[src/rtl/spi_arb_pkg.sv]
// Shared types and constants for the SPI master arbiter.
package spi_arb_pkg;

  typedef enum logic [1:0] {
    IDLE,
    LAUNCH,
    WAIT,
    DONE
  } spi_arb_state_t;

  localparam logic REQ_CNC = 1'b0;  // command/config block
  localparam logic REQ_DSM = 1'b1;  // dump state machine

  localparam logic [7:0] SPI_ABORT_DATA = 8'hFF;

endpackage

[src/rtl/rr_arb2.sv]
// Two-way round-robin pick; the "last served" register lives in the parent.
module rr_arb2 (
  input  logic [1:0] req,
  input  logic       last,
  output logic       winner,
  output logic       valid
);

  always_comb begin
    valid  = |req;
    winner = 1'b0;
    case (req)
      2'b01:   winner = 1'b0;
      2'b10:   winner = 1'b1;
      2'b11:   winner = ~last;  // tie goes to whoever was not served last
      default: winner = 1'b0;
    endcase
  end

endmodule

[src/rtl/spi_arbiter.sv]
// Serializes two requesters onto one SPI master with round-robin fairness,
// stable word/select per transaction and a watchdog on SPI_done.
module spi_arbiter
  import spi_arb_pkg::*;
#(
  parameter int unsigned TIMEOUT_CYCLES = 4096
) (
  input  logic        clk,
  input  logic        rst,
  input  logic        req0,
  input  logic        req1,
  input  logic [15:0] data0,
  input  logic [15:0] data1,
  input  logic [2:0]  ss0,
  input  logic [2:0]  ss1,
  output logic        gnt0,
  output logic        gnt1,
  output logic        done0,
  output logic        done1,
  output logic [7:0]  rdata,
  input  logic        SPI_done,
  input  logic [7:0]  EEP_data,
  output logic        wrt_SPI,
  output logic [15:0] SPI_data,
  output logic [2:0]  ss,
  output logic        busy,
  output logic        timeout_err,
  input  logic        clr_err
);

  localparam int unsigned CNT_W = $clog2(TIMEOUT_CYCLES);
  localparam logic [CNT_W-1:0] CNT_MAX = CNT_W'(TIMEOUT_CYCLES - 1);

  spi_arb_state_t state_q, state_d;
  logic           owner_q, owner_d;
  logic           last_q, last_d;
  logic [CNT_W-1:0] cnt_q, cnt_d;
  logic [7:0]     rdata_q, rdata_d;
  logic           err_q, err_d;
  logic [15:0]    spi_data_q, spi_data_d;
  logic [2:0]     ss_q, ss_d;
  logic           wrt_q, busy_q;
  logic           gnt0_q, gnt1_q, done0_q, done1_q;

  logic arb_winner, arb_valid, abort;

  rr_arb2 u_rr_arb2 (
    .req    ({req1, req0}),
    .last   (last_q),
    .winner (arb_winner),
    .valid  (arb_valid)
  );

  // NOTE: every always_comb output gets a default first so no path can infer a latch.
  always_comb begin
    state_d    = state_q;
    owner_d    = owner_q;
    last_d     = last_q;
    cnt_d      = cnt_q;
    rdata_d    = rdata_q;
    err_d      = err_q;
    spi_data_d = spi_data_q;
    ss_d       = ss_q;
    abort      = 1'b0;

    unique case (state_q)
      IDLE: begin
        if (arb_valid) begin
          state_d    = LAUNCH;
          owner_d    = arb_winner;
          spi_data_d = (arb_winner == REQ_DSM) ? data1 : data0;
          ss_d       = (arb_winner == REQ_DSM) ? ss1 : ss0;
        end
      end
      LAUNCH: begin
        cnt_d   = '0;
        state_d = WAIT;
      end
      WAIT: begin
        // A completion on the expiry cycle is honoured as a normal completion.
        if (SPI_done) begin
          rdata_d = EEP_data;
          state_d = DONE;
        end else if (cnt_q == CNT_MAX) begin
          rdata_d = SPI_ABORT_DATA;
          abort   = 1'b1;
          state_d = DONE;
        end else begin
          cnt_d = cnt_q + CNT_W'(1);
        end
      end
      DONE: begin
        last_d  = owner_q;
        state_d = IDLE;
      end
      default: state_d = IDLE;
    endcase

    if (abort) begin
      err_d = 1'b1;
    end else if (clr_err) begin
      err_d = 1'b0;
    end
  end

  // NOTE: state registers use non-blocking assignments so all flops update together.
  always_ff @(posedge clk) begin
    if (rst) begin
      state_q    <= IDLE;
      owner_q    <= REQ_CNC;
      last_q     <= REQ_DSM;
      cnt_q      <= '0;
      rdata_q    <= 8'h00;
      err_q      <= 1'b0;
      spi_data_q <= 16'h0000;
      ss_q       <= 3'b000;
      wrt_q      <= 1'b0;
      busy_q     <= 1'b0;
      gnt0_q     <= 1'b0;
      gnt1_q     <= 1'b0;
      done0_q    <= 1'b0;
      done1_q    <= 1'b0;
    end else begin
      state_q    <= state_d;
      owner_q    <= owner_d;
      last_q     <= last_d;
      cnt_q      <= cnt_d;
      rdata_q    <= rdata_d;
      err_q      <= err_d;
      spi_data_q <= spi_data_d;
      ss_q       <= ss_d;
      // Handshake outputs are decoded from the next state so they are registered.
      wrt_q      <= (state_d == LAUNCH);
      busy_q     <= (state_d != IDLE);
      gnt0_q     <= (state_d != IDLE) && (owner_d == REQ_CNC);
      gnt1_q     <= (state_d != IDLE) && (owner_d == REQ_DSM);
      done0_q    <= (state_d == DONE) && (owner_d == REQ_CNC);
      done1_q    <= (state_d == DONE) && (owner_d == REQ_DSM);
    end
  end

  assign gnt0        = gnt0_q;
  assign gnt1        = gnt1_q;
  assign done0       = done0_q;
  assign done1       = done1_q;
  assign rdata       = rdata_q;
  assign wrt_SPI     = wrt_q;
  assign SPI_data    = spi_data_q;
  assign ss          = ss_q;
  assign busy        = busy_q;
  assign timeout_err = err_q;

endmodule

[config.mk]
export PLATFORM = sky130hd
export DESIGN_NAME = spi_arbiter
export DESIGN_NICKNAME = d
export VERILOG_FILES = /design/src/rtl/spi_arb_pkg.sv /design/src/rtl/rr_arb2.sv /design/src/rtl/spi_arbiter.sv
export SDC_FILE = /design/constraint.sdc
export NUM_CORES = 1
export LEC_CHECK = 0
export CAP_MARGIN = 10
export CORE_MARGIN = 2
export CORE_UTILIZATION = 48
export CTS_BUF_LIST = sky130_fd_sc_hd__clkbuf_4
export DETAILED_ROUTE_END_ITERATION = 10
export MAX_ROUTING_LAYER = met4
export PLACE_DENSITY = 0.95
export SLEW_MARGIN = 15
export SYNTH_ARGS = -nofsm -noshare
export SYNTH_HDL_FRONTEND = slang
export SYNTH_SLANG_ARGS = --single-unit
[constraint.sdc]
create_clock -name clk -period 2.5 [get_ports clk]
set_input_delay 0.5 -clock clk [delete_from_list [all_inputs] [get_ports clk]]
set_output_delay 0.5 -clock clk [all_outputs]
set_load 0.02 [all_outputs]
======== Yosys cells after proc, flatten, opt, wreduce, memory -nomap -nowiden ========
Cells that the tools add are included.
operators by class
  reductions and logical operators ........ 13
  bitwise logic cells ..................... 2
  $add $sub $neg .......................... 1
  mux-type cells .......................... 19
  equality and inequality tests ........... 10
operator list
  kind                                                             number
  12-bit two-way mux                                               2
  12-bit case mux with 2 select lines                              1
  16-bit two-way mux                                               1
  8-bit two-way mux                                                2
  12-bit by 1-bit adder with 12-bit output, second input constant  1
  12-bit == test, second input constant                            1
  2-bit == test, second input constant                             5
  2-bit case mux with 4 select lines                               1
  2-bit nonzero test                                               4
  1-bit two-way mux                                                7
  2-bit two-way mux                                                3
  2-bit by 1-bit == test with 1-bit output, second input constant  2
  1-bit logical AND                                                4
  2-bit != test, second input constant                             2
  2-bit AND reduction                                              2
  3-bit two-way mux                                                1
  3-bit AND reduction                                              1
  2-bit zero test                                                  1
  1-bit NOT                                                        2
  1-bit case mux with 2 select lines                               1
  2-bit OR reduction                                               1
word-level totals
  register bits ........................... 50
  bits of input ports ..................... 52
  word-level logic and storage cells ...... 59

======== Depth between registers and ports, before layout ========
Gate-level depths: netlist of the first run.
  depth after elaboration ................. 6
  depth in mapped cells ................... 7

======== Cells and area by module ========
A second synthesis of the first run with hierarchy kept.
unflattened totals
  cells, all modules ...................... 235
  area, all modules ....................... 2270.9 um^2
by module, submodules not included
  module       sequential area each (um^2)  cells an instance  instances  area an instance (um^2)
  spi_arbiter  1001.0                       233                1          2257.2
  rr_arb2      0.0                          2                  1          13.8

======== Worst setup path after synthesis of the first run ========
Ideal clock, no wire load.
  path type ............................... flip-flop to flip-flop
  from .................................... register cnt_q[0]
  to ...................................... register cnt_q[6]
  setup time .............................. 0.132 ns
  arrival time ............................ 1.506 ns
  stages on the path, launching flop included .. 8
  buffers on the path ..................... 2
  setup slack ............................. 0.862 ns
  clock period less this slack ............ 1.638 ns
  data required time ...................... 2.368 ns
  cell sequence ........................... dfxtp_1 -> ha_1 -> and3_1 -> buf_2 -> a41o_1 -> buf_2 -> o31ai_1 -> a21oi_1
on the way
  cells in the longest elaborated chain, start to end .. 4
RTL lines
  item                                      line                source
  start: declaration                        spi_arbiter.sv:37   logic [CNT_W-1:0] cnt_q, cnt_d;
  start signal: assignment                  spi_arbiter.sv:127  cnt_q <= cnt_d;
  12-bit by 1-bit adder with 12-bit output  spi_arbiter.sv:89   cnt_d = cnt_q + CNT_W'(1);
  12-bit two-way mux                        spi_arbiter.sv:84   end else if (cnt_q == CNT_MAX) begin
  12-bit two-way mux                        spi_arbiter.sv:81   if (SPI_done) begin
  12-bit case mux with 2 select lines       spi_arbiter.sv:66   unique case (state_q)
Several ways; a longest one is shown, not always the timed one. The select of a mux whose other input is x is not followed.
A chain may end at the register's enable or synchronous reset.

======== Worst setup path after layout of the first run ========
  from .................................... register spi_data_q[0], in the netlist SPI_data[0]
  to ...................................... output SPI_data[0]
RTL lines
  item                      line                source
  start: declaration        spi_arbiter.sv:40   logic [15:0] spi_data_q, spi_data_d;
  start signal: assignment  spi_arbiter.sv:130  spi_data_q <= spi_data_d;
  end: declaration          spi_arbiter.sv:24   output logic [15:0] SPI_data,
No word-level cell between the ends.

==> results of run 1 <==
cell usage after synthesis, types with 4 or more instances:
library cell   n  area (um^2)
a211oi_1      27          203
dfxtp_1       50         1000
a21oi_1       11         55.1
mux2i_1       19          190
ha_1           6         75.1
buf_2          4         20.0
o21ai_0       12         60.1
and3_1         5         31.3
inv_1         15         56.3
nor2_1        32          120
or3_1          7         43.8
nand4_1        5         31.3
nand3_1        5         25.0
clkbuf_1       5         18.8
area by class of cell:
cell class | instances | area (um^2) | share of cell area
clock buffer | 6 | 45.0 | 0.0143
clock inverter | 2 | 8.76 | 0.00279
sequential | 50 | 1000 | 0.319
multi-input combinational | 161 | 1070 | 0.341
timing repair buffer | 89 | 893 | 0.285
inverter | 15 | 56.3 | 0.0179
tap | 52 | 65.1 | 0.0207
worst min-delay path: stages (launching register included):
cell	delay [ns]
dfxtp_1	0.34
inv_1	0.05
a211oi_1	0.05
kinds of logic (layout without fill, tap and decap cells):
family,Yosys count,in the layout,share of synthesized area
AND/OR/NAND/NOR,73,73,0.170
AO/OA/AOI/OAI,63,63,0.196
flip-flops,50,50,0.457
buffers and inverters,29,112,0.0571
multiplexers,19,19,0.0868
adder cells (fa/ha/maj),6,6,0.0342
worst paths after layout:
kind	from	end	slack, ns	depth (start not counted)
setup / recovery	SPI_data[0]$_SDFFE_PP0P_	SPI_data[0]	0.61	1
hold / removal	rdata[7]$_SDFFE_PP0P_	rdata[7]$_SDFFE_PP0P_	0.47	2
setup reg to reg	cnt_q[0]$_SDFFE_PP0P_	cnt_q[5]$_SDFFE_PP0P_	0.63	5
hold reg to reg	rdata[7]$_SDFFE_PP0P_	rdata[7]$_SDFFE_PP0P_	0.47	2
metal layers:
layer | vias to the layer above | part of all wire | global-route usage
met5 | - | 0 | -
met4 | 0 | 0.028 | 0.101
met3 | 21 | 0.078 | 0.0844
met2 | 89 | 0.48 | 0.408
met1 | 981 | 0.42 | 0.295
li1 | 1028 | - | -
power breakdown:
group,internal [uW],leakage [uW],switching (uW)
Combinational,587,0.000716,758
Sequential,990,0.000410,115
Clock,117,0.0000331,255
Total,1690,0.00116,1130
metrics by stage:
stage | setup WS [ns] | power, uW | cells | util
6_report | 0.609 | 2820 | 375 | 0.716
4_1_cts | 0.611 | 2810 | 375 | 0.716
2_1_floorplan | 0.862 | 1850 | 240 | -
3_3_place_gp | 0.425 | 2360 | 367 | 0.704
5_1_grt | 0.476 | 2960 | 375 | 0.716
3_5_place_dp | 0.323 | 2420 | 367 | 0.704
registers in the layout, indices dropped and copies added, names as in the netlist:
register	count
SPI_data	16
gnt1	1
gnt0	1
rdata	8
cnt_q	12
busy	1
done0	1
ss	3
owner_q	1
wrt_SPI	1
done1	1
timeout_err	1
state_q	2
last_q	1
==> results.txt, run 1 <==
Nets: 380
Synth cell types: 38
Port Buffer Count: 85
Rows: 24
Top FF cell, synth: dfxtp_1
slew margin rel.: 0.720
Total GRT Usage: 0.255
Worst Path Buf+Inv: 1
final setup violation count: 0
Hold WS: 0.469 ns
Slowest-stage cell, CP: clkdlybuf4s50_1
max frequency: 0.529 GHz
postcts setup bufs: 0
die height: 71.6 um
Critical Setup Path Class: reg -> out
mapped cell area: 0.00219 mm^2
initial antenna violation count: 0
Seq/Total Area, Yosys: 0.457
Critical Path Sink Type: primary output
largest net degree at the start of global routing: 39
Final HPWL DP: 4260 um
drt drc: 0
peak supply drop: 0.761 mV
Routed Wire Length: 6030 um
drt pass-1 iters: 4
Worst Path Arrival: 1.39 ns
Post-Syn Instances: 240
max-slew violations: 0
post-cts sizing count: 0
Async SR Flop Fraction: 0
vias post-DR: 2119
CTS Hold Buffers Added: 0
clk root buf: clkbuf_4
CTS buffer count: 5
final critical-path share of the clock period: 0.756
final-report hold violation count: 0
Tmin final: 1.89 ns
first-pass GRT wire length: 9980 um
worst skew pair latency: 0.37 ns
Iter 0 DRT Violations: 124
Area after DPL: 0.00309 mm^2
Yosys reg bits: 50
synthesis-to-finish area growth: 43.2%
Die ar.: 0.00512 mm^2
H-tree levels: 2
share of post-route cells with drive strength above 1: 0.0464
post-synthesis average cell area: 9.13 um^2
Synth warnings: 0
commonest non-fill, non-tap cell in the layout: clkdlybuf4s50_1
total negative slack: 0 ns
vias per inst: 5.65
Mapped Nets: 298
critical-path cell list: clkdlybuf4s50_1
Antenna diodes: 0
delay-heaviest family, CP: buffers and inverters
clk sinks: 50
fillers: 297
CP max stage delay: 0.64 ns
status: finished clean
Avg WL per Cell: 16.1 um
Chip Width: 71.6 um
final instance area: 0.00314 mm^2
maxcap violations: 0
CTS max path bufs: 2
most frequent cells in the layout: clkdlybuf4s50_1, dfxtp_1, nor2_1, a211oi_1, mux2i_1
CP required: 2.00 ns
Clk pin slew, worst setup/hold paths: 0.14 ns
Top Ports: 86
CORE AREA: 0.00438 mm^2
startpoint types: flip-flop
RSZ-0062 raised after global routing: no
LEAKAGE: 0.00116 uW
clk_skew: 0.00773 ns
worst min path class: reg -> reg
number of global-route vias before repair: 2141
slew of the pin with the lowest slew margin: 0.418 ns
Initial Utilization: 0.500
total congestion overflow: 0
Final GP Congestion: 0.781
CP max FO: 2
ratio of total power to cell area: 899 mW/mm^2
EDFF count, synth: 0
antenna viol nets, final: 0
TritonCTS clock tree: done
Power figures use the tool's default switching activity.
==> run 2: changes to the inputs <==
--- a/config.mk
+++ b/config.mk
@@ -7,11 +7,11 @@
 export LEC_CHECK = 0
 export CAP_MARGIN = 10
 export CORE_MARGIN = 2
-export CORE_UTILIZATION = 48
+export CORE_UTILIZATION = 45
 export CTS_BUF_LIST = sky130_fd_sc_hd__clkbuf_4
 export DETAILED_ROUTE_END_ITERATION = 10
 export MAX_ROUTING_LAYER = met4
-export PLACE_DENSITY = 0.95
+export PLACE_DENSITY = 0.93
 export SLEW_MARGIN = 15
 export SYNTH_ARGS = -nofsm -noshare
 export SYNTH_HDL_FRONTEND = slang
==> constraint.sdc (replaced) <==
create_clock -name clk -period 1.9 [get_ports clk]
set_input_delay 0.38 -clock clk [delete_from_list [all_inputs] [get_ports clk]]
set_output_delay 0.38 -clock clk [all_outputs]
set_load 0.02 [all_outputs]
==> results.txt, run 2 (synthesized netlist as in run 1, its figures left out) <==
first-pass GRT wire length: 8500 um (was 9980 um)
Critical Setup Path Class: reg -> out (unchanged)
CP required: 1.52 ns (was 2.00 ns)
ratio of total power to cell area: 1150 mW/mm^2 (was 899 mW/mm^2)
critical-path cell list: clkdlybuf4s50_1 (unchanged)
pre-CTS WS: -0.0498 ns (was 0.323 ns)
Worst Path Arrival: 1.39 ns (about the same)
Final GP Congestion: 0.901 (was 0.781)
antenna viol nets, final: 0 (unchanged)
RSZ-0062 raised after global routing: no (unchanged)
r2r worst-path depth: 5 (unchanged)
initial antenna violation count: 0 (unchanged)
max reg flops: 16 (unchanged)
Critical Path Sink Type: primary output (unchanged)
vias per inst: 5.18 (was 5.65)
peak supply drop: 0.637 mV (was 0.761 mV)
final instance area: 0.00320 mm^2 (was 0.00314 mm^2)
Top Ports: 86 (unchanged)
total congestion overflow: 0 (unchanged)
worst r2r dst: cnt_q[10]$_SDFFE_PP0P_ (was cnt_q[5]$_SDFFE_PP0P_)
Slowest-stage cell, CP: clkdlybuf4s50_1 (unchanged)
CTS buffer count: 5 (unchanged)
drt drc: 0 (unchanged)
CP endpoint: SPI_data[2] (was SPI_data[0])
max frequency: 0.566 GHz
largest net degree at the start of global routing: 39 (unchanged)
worst skew pair latency: 0.37 ns (about the same)
Core Util, Final: 0.678 (was 0.716)
most frequent cells in the layout: clkdlybuf4s50_1, dfxtp_1, nor2_1, a211oi_1, mux2i_1 (unchanged)
final setup violation count: 0 (unchanged)
post-route setup slack: 0.133 ns (was 0.609 ns)
max-slew violations: 0 (unchanged)
delay-heaviest family, CP: buffers and inverters (unchanged)
commonest non-fill, non-tap cell in the layout: clkdlybuf4s50_1 (unchanged)
Nets: 384 (was 380)
CP max FO: 2 (unchanged)
slew of the pin with the lowest slew margin: 0.409 ns (was 0.418 ns)
LEAKAGE: 0.00118 uW (was 0.00116 uW)
final-report hold violation count: 0 (unchanged)
CTS max path bufs: 2 (unchanged)
Initial Utilization: 0.464 (was 0.500)
Critical Path Start: SPI_data[2]$_SDFFE_PP0P_ (was SPI_data[0]$_SDFFE_PP0P_)
Reg2Reg Setup Slack: 0.14 ns (was 0.63 ns)
Avg WL per Cell: 13.5 um (was 16.1 um)
number of global-route vias before repair: 1938 (was 2141)
clk_skew: 0.00894 ns (was 0.00773 ns)
clk root buf: clkbuf_4 (unchanged)
Routed Wire Length: 5310 um (was 6030 um)
clk sinks: 50 (unchanged)
Final HPWL DP: 4030 um (was 4260 um)
CORE AREA: 0.00472 mm^2 (was 0.00438 mm^2)
maxcap violations: 0 (unchanged)
H-tree levels: 2 (unchanged)
final critical-path share of the clock period: 0.930
Antenna diodes: 0 (unchanged)
Rows: 25 (was 24)
Reg-to-Reg Start: cnt_q[0]$_SDFFE_PP0P_ (unchanged)
CP max stage delay: 0.63 ns (was 0.64 ns)
status: finished clean (unchanged)
Area after DPL: 0.00314 mm^2 (was 0.00309 mm^2)
Total GRT Usage: 0.208 (was 0.255)
synthesis-to-finish area growth: 46.1% (was 43.2%)
vias post-DR: 2040 (was 2119)
Iter 0 DRT Violations: 83 (was 124)
Chip Width: 73.8 um (was 71.6 um)
die height: 73.8 um (was 71.6 um)
Die ar.: 0.00545 mm^2 (was 0.00512 mm^2)
slew margin rel.: 0.726 (was 0.720)
Port Buffer Count: 85 (unchanged)
Worst Path Buf+Inv: 1 (unchanged)
cell count along the critical path: 1 (unchanged)
startpoint types: flip-flop (unchanged)
Tmin final: 1.77 ns
TritonCTS clock tree: done (unchanged)
drt pass-1 iters: 4 (unchanged)
share of post-route cells with drive strength above 1: 0.0612 (was 0.0464)
worst min path class: reg -> reg (unchanged)
Clk pin slew, worst setup/hold paths: 0.14 ns (about the same)
-- run 2: through the flow --
step | std cells | total power, uW | hold slack (ns) | TNS, ns
2_1_floorplan | 240 | 2440 | 0.448 | 0
3_3_place_gp | 385 | 3170 | 0.441 | 0
3_5_place_dp | 385 | 3230 | 0.444 | -0.185
4_1_cts | 393 | 3700 | 0.466 | 0
5_1_grt | 394 | 3920 | 0.497 | 0
6_report | 394 | 3690 | 0.465 | 0
-- run 2: worst min path at each step --
stage,slack [ns],endpoint,from,cells after the start
after floorplan,0.45,cnt_q[6]$_SDFFE_PP0P_,cnt_q[6]$_SDFFE_PP0P_,2
after global placement,0.44,rdata[0]$_SDFFE_PP0P_,rdata[0]$_SDFFE_PP0P_,2
after detailed placement,0.44,rdata[6]$_SDFFE_PP0P_,rdata[6]$_SDFFE_PP0P_,2
after CTS,0.47,rdata[6]$_SDFFE_PP0P_,rdata[6]$_SDFFE_PP0P_,2
after global routing,0.50,rdata[6]$_SDFFE_PP0P_,rdata[6]$_SDFFE_PP0P_,2
final,0.47,rdata[7]$_SDFFE_PP0P_,rdata[7]$_SDFFE_PP0P_,2
-- run 2: power by group --
group	switching (uW)	total [uW]	internal, uW
sequential	130	1430	1300
clock	315	469	154
combinational	958	1790	829
-- run 2: cell type report --
| cell class | count | area, um^2 |
|---|---|---|
| clock inverters | 2 | 8.76 |
| clock buffers | 6 | 45.0 |
| repair buffers | 93 | 936 |
| flip-flops and latches | 50 | 1000 |
| fillers | 364 | 1520 |
| well taps | 67 | 83.8 |
| inverters | 15 | 56.3 |
| multi-input cells | 161 | 1070 |
-- run 2: timing repair --
item	CTS	global route
hold buffers	0	0
endpoints found under the setup margin	0	9
endpoints found under the hold margin	0	0
setup buffers	0	1
gates resized for setup	0	1
-- run 2: per-layer routing --
metal,share of wire,vias up,routed length (um),track usage
li1,-,1038,-,-
met4,0.019,0,103,0.0808
met2,0.49,59,2620,0.346
met5,0,-,0,-
met3,0.061,10,325,0.0617
met1,0.43,933,2260,0.234
==> run 3: changes to the inputs <==
--- a/config.mk
+++ b/config.mk
@@ -7,11 +7,11 @@
 export LEC_CHECK = 0
 export CAP_MARGIN = 10
 export CORE_MARGIN = 2
-export CORE_UTILIZATION = 45
-export CTS_BUF_LIST = sky130_fd_sc_hd__clkbuf_4
+export CORE_UTILIZATION = 43
+export CTS_BUF_LIST = sky130_fd_sc_hd__clkbuf_16
 export DETAILED_ROUTE_END_ITERATION = 10
 export MAX_ROUTING_LAYER = met4
-export PLACE_DENSITY = 0.93
+export PLACE_DENSITY = 0.9
 export SLEW_MARGIN = 15
 export SYNTH_ARGS = -nofsm -noshare
 export SYNTH_HDL_FRONTEND = slang
==> results.txt, run 3 (synthesized netlist as in run 1, its figures left out) <==
Routed Wire Length: 5170 um (was 5310 um)
LEAKAGE: 0.00123 uW (was 0.00118 uW)
max frequency: 0.563 GHz (was 0.566 GHz)
share of post-route cells with drive strength above 1: 0.0755 (was 0.0612)
Worst Path Arrival: 1.99 ns (was 1.39 ns)
Total GRT Usage: 0.202 (was 0.208)
worst r2r dst: cnt_q[5]$_SDFFE_PP0P_ (was cnt_q[10]$_SDFFE_PP0P_)
non-filler cells in the finished layout: 398 (was 394)
CTS Hold Buffers Added: 0 (unchanged)
antenna viol nets, final: 0 (unchanged)
largest net degree at the start of global routing: 23 (was 39)
Final GP Congestion: 0.818 (was 0.901)
max reg flops: 16 (unchanged)
die height: 75.4 um (was 73.8 um)
CP max stage delay: 0.37 ns (was 0.63 ns)
worst skew pair latency: 0.29 ns (was 0.37 ns)
delay-heaviest family, CP: simple AND/OR/NAND/NOR gates (was buffers and inverters)
Tmin final: 1.77 ns (about the same)
Area after DPL: 0.00314 mm^2 (about the same)
CP max FO: 12 (was 2)
final instance area: 0.00330 mm^2 (was 0.00320 mm^2)
Avg WL per Cell: 13.0 um (was 13.5 um)
placed cell count: 389 (was 385)
Final HPWL DP: 4060 um (was 4030 um)
total negative slack: 0 ns (unchanged)
Chip Width: 75.4 um (was 73.8 um)
slew of the pin with the lowest slew margin: 0.414 ns (was 0.409 ns)
Hold WS: 0.452 ns (was 0.465 ns)
Clk pin slew, worst setup/hold paths: 0.06 ns (was 0.14 ns)
CTS max path bufs: 2 (unchanged)
commonest non-fill, non-tap cell in the layout: clkdlybuf4s50_1 (unchanged)
most frequent cells in the layout: clkdlybuf4s50_1, dfxtp_1, nor2_1, a211oi_1, mux2i_1 (unchanged)
Reg-to-Reg Start: cnt_q[0]$_SDFFE_PP0P_ (unchanged)
worst min path class: reg -> reg (unchanged)
Worst Path Buf+Inv: 0 (was 1)
Critical Path Start: cnt_q[0]$_SDFFE_PP0P_ (was SPI_data[2]$_SDFFE_PP0P_)
Core Util, Final: 0.685 (was 0.678)
drt pass-1 iters: 4 (unchanged)
Slowest-stage cell, CP: a41o_2 (was clkdlybuf4s50_1)
r2r worst-path depth: 5 (unchanged)
vias per inst: 5.13 (was 5.18)
startpoint types: flip-flop (unchanged)
critical-path cell list: ha_1, and3_1, a41o_2, or3_1, a21oi_1 (was clkdlybuf4s50_1)
CORE AREA: 0.00482 mm^2 (was 0.00472 mm^2)
number of global-route vias before repair: 1986 (was 1938)
status: finished clean (unchanged)
Port Buffer Count: 85 (unchanged)
final critical-path share of the clock period: 0.934 (was 0.930)
final-report hold violation count: 0 (unchanged)
maxcap violations: 0 (unchanged)
Nets: 388 (was 384)
drt drc: 0 (unchanged)
clk sinks: 50 (unchanged)
hold path startpoint: rdata[4]$_SDFFE_PP0P_ (was rdata[7]$_SDFFE_PP0P_)
TritonCTS clock tree: done (unchanged)
clk root buf: clkbuf_16 (was clkbuf_4)
synthesis-to-finish area growth: 50.5% (was 46.1%)
RSZ-0062 raised after global routing: no (unchanged)
Critical Path Sink Type: flip-flop (was primary output)
final setup violation count: 0 (unchanged)
Rows: 25 (unchanged)
Top Ports: 86 (unchanged)
CP required: 2.11 ns (was 1.52 ns)
ratio of total power to cell area: 1230 mW/mm^2 (was 1150 mW/mm^2)
initial antenna violation count: 0 (unchanged)
total congestion overflow: 0 (unchanged)
CTS buffer count: 5 (unchanged)
max-slew violations: 0 (unchanged)
WHS Endpoint: rdata[4]$_SDFFE_PP0P_ (was rdata[7]$_SDFFE_PP0P_)
cell count along the critical path: 5 (was 1)
Antenna diodes: 0 (unchanged)
peak supply drop: 0.679 mV (was 0.637 mV)
H-tree levels: 2 (unchanged)
Reg2Reg Setup Slack: 0.13 ns (was 0.14 ns)
Critical Setup Path Class: reg -> reg (was reg -> out)
clk_skew: 0.00600 ns (was 0.00894 ns)
Initial Utilization: 0.455 (was 0.464)
vias post-DR: 2042 (was 2040)
Iter 0 DRT Violations: 89 (was 83)
slew margin rel.: 0.723 (was 0.726)
hold path depth: 2 (unchanged)
Die ar.: 0.00569 mm^2 (was 0.00545 mm^2)
first-pass GRT wire length: 8540 um (was 8500 um)
==> run 3: cell count changes in the layout (fill, tap and decap cells not counted) <==
cell        before  now
inv_6            0    1
a41o_1           1    0
clkinv_2         1    0
clkbuf_4         6    0
buf_12           2    0
a41o_2           0    1
clkbuf_16        0    5
buf_4            6   12
clkinvlp_4       0    1
==> run 3: worst max-delay path by stage <==
stage / end
4_1_cts: rdata[5]$_SDFFE_PP0P_
2_1_floorplan: cnt_q[6]$_SDFFE_PP0P_
3_5_place_dp: cnt_q[5]$_SDFFE_PP0P_
6_report: cnt_q[5]$_SDFFE_PP0P_
5_1_grt: cnt_q[10]$_SDFFE_PP0P_
3_3_place_gp: gnt1$_SDFF_PP0_
==> run 3: tightest hold or removal path, stage by stage, from the launching register on <==
cell and delay (ns):
dfxtp_1 0.31, inv_1 0.05, a211oi_1 0.05
==> run 3: layer usage <==
layer | vias up | track usage | routed length (um)
met5 | - | - | 0
met4 | 0 | 0.0624 | 49
met3 | 6 | 0.0873 | 497
met2 | 73 | 0.340 | 2570
met1 | 918 | 0.215 | 2040
li1 | 1045 | - | -
==> run 3: cell type report <==
type                            instances  area, um^2
Inverter                               15        56.3
Multi-Input combinational cell        161        1070
Tap cell                               67        83.8
Clock inverter                          3        20.0
Sequential cell                        50        1000
Clock buffer                            5         125
Fill cell                             370        1520
Timing Repair Buffer                   97         941
==> run 3: power by group <==
group | switching, uW | internal [uW] | leakage [uW]
Sequential | 133 | 1300 | 0.000410
Combinational | 936 | 809 | 0.000751
Clock | 380 | 488 | 0.0000679
Total | 1450 | 2600 | 0.00123
==> run 3: metrics by stage <==
stage / worst slack, ns / power, uW
after global routing: 0.0125 / 4320
after CTS: 0.0869 / 4090
after floorplan: 0.262 / 2440
after detailed placement: -0.0484 / 3210
after global placement: 0.0371 / 3150
final: 0.125 / 4050
==> run 3: timing repair <==
| action | CTS | global route |
|---|---|---|
| buffers inserted | 0 | 1 |
| gates resized for setup | 0 | 2 |
| endpoints found under the setup margin | 0 | 8 |
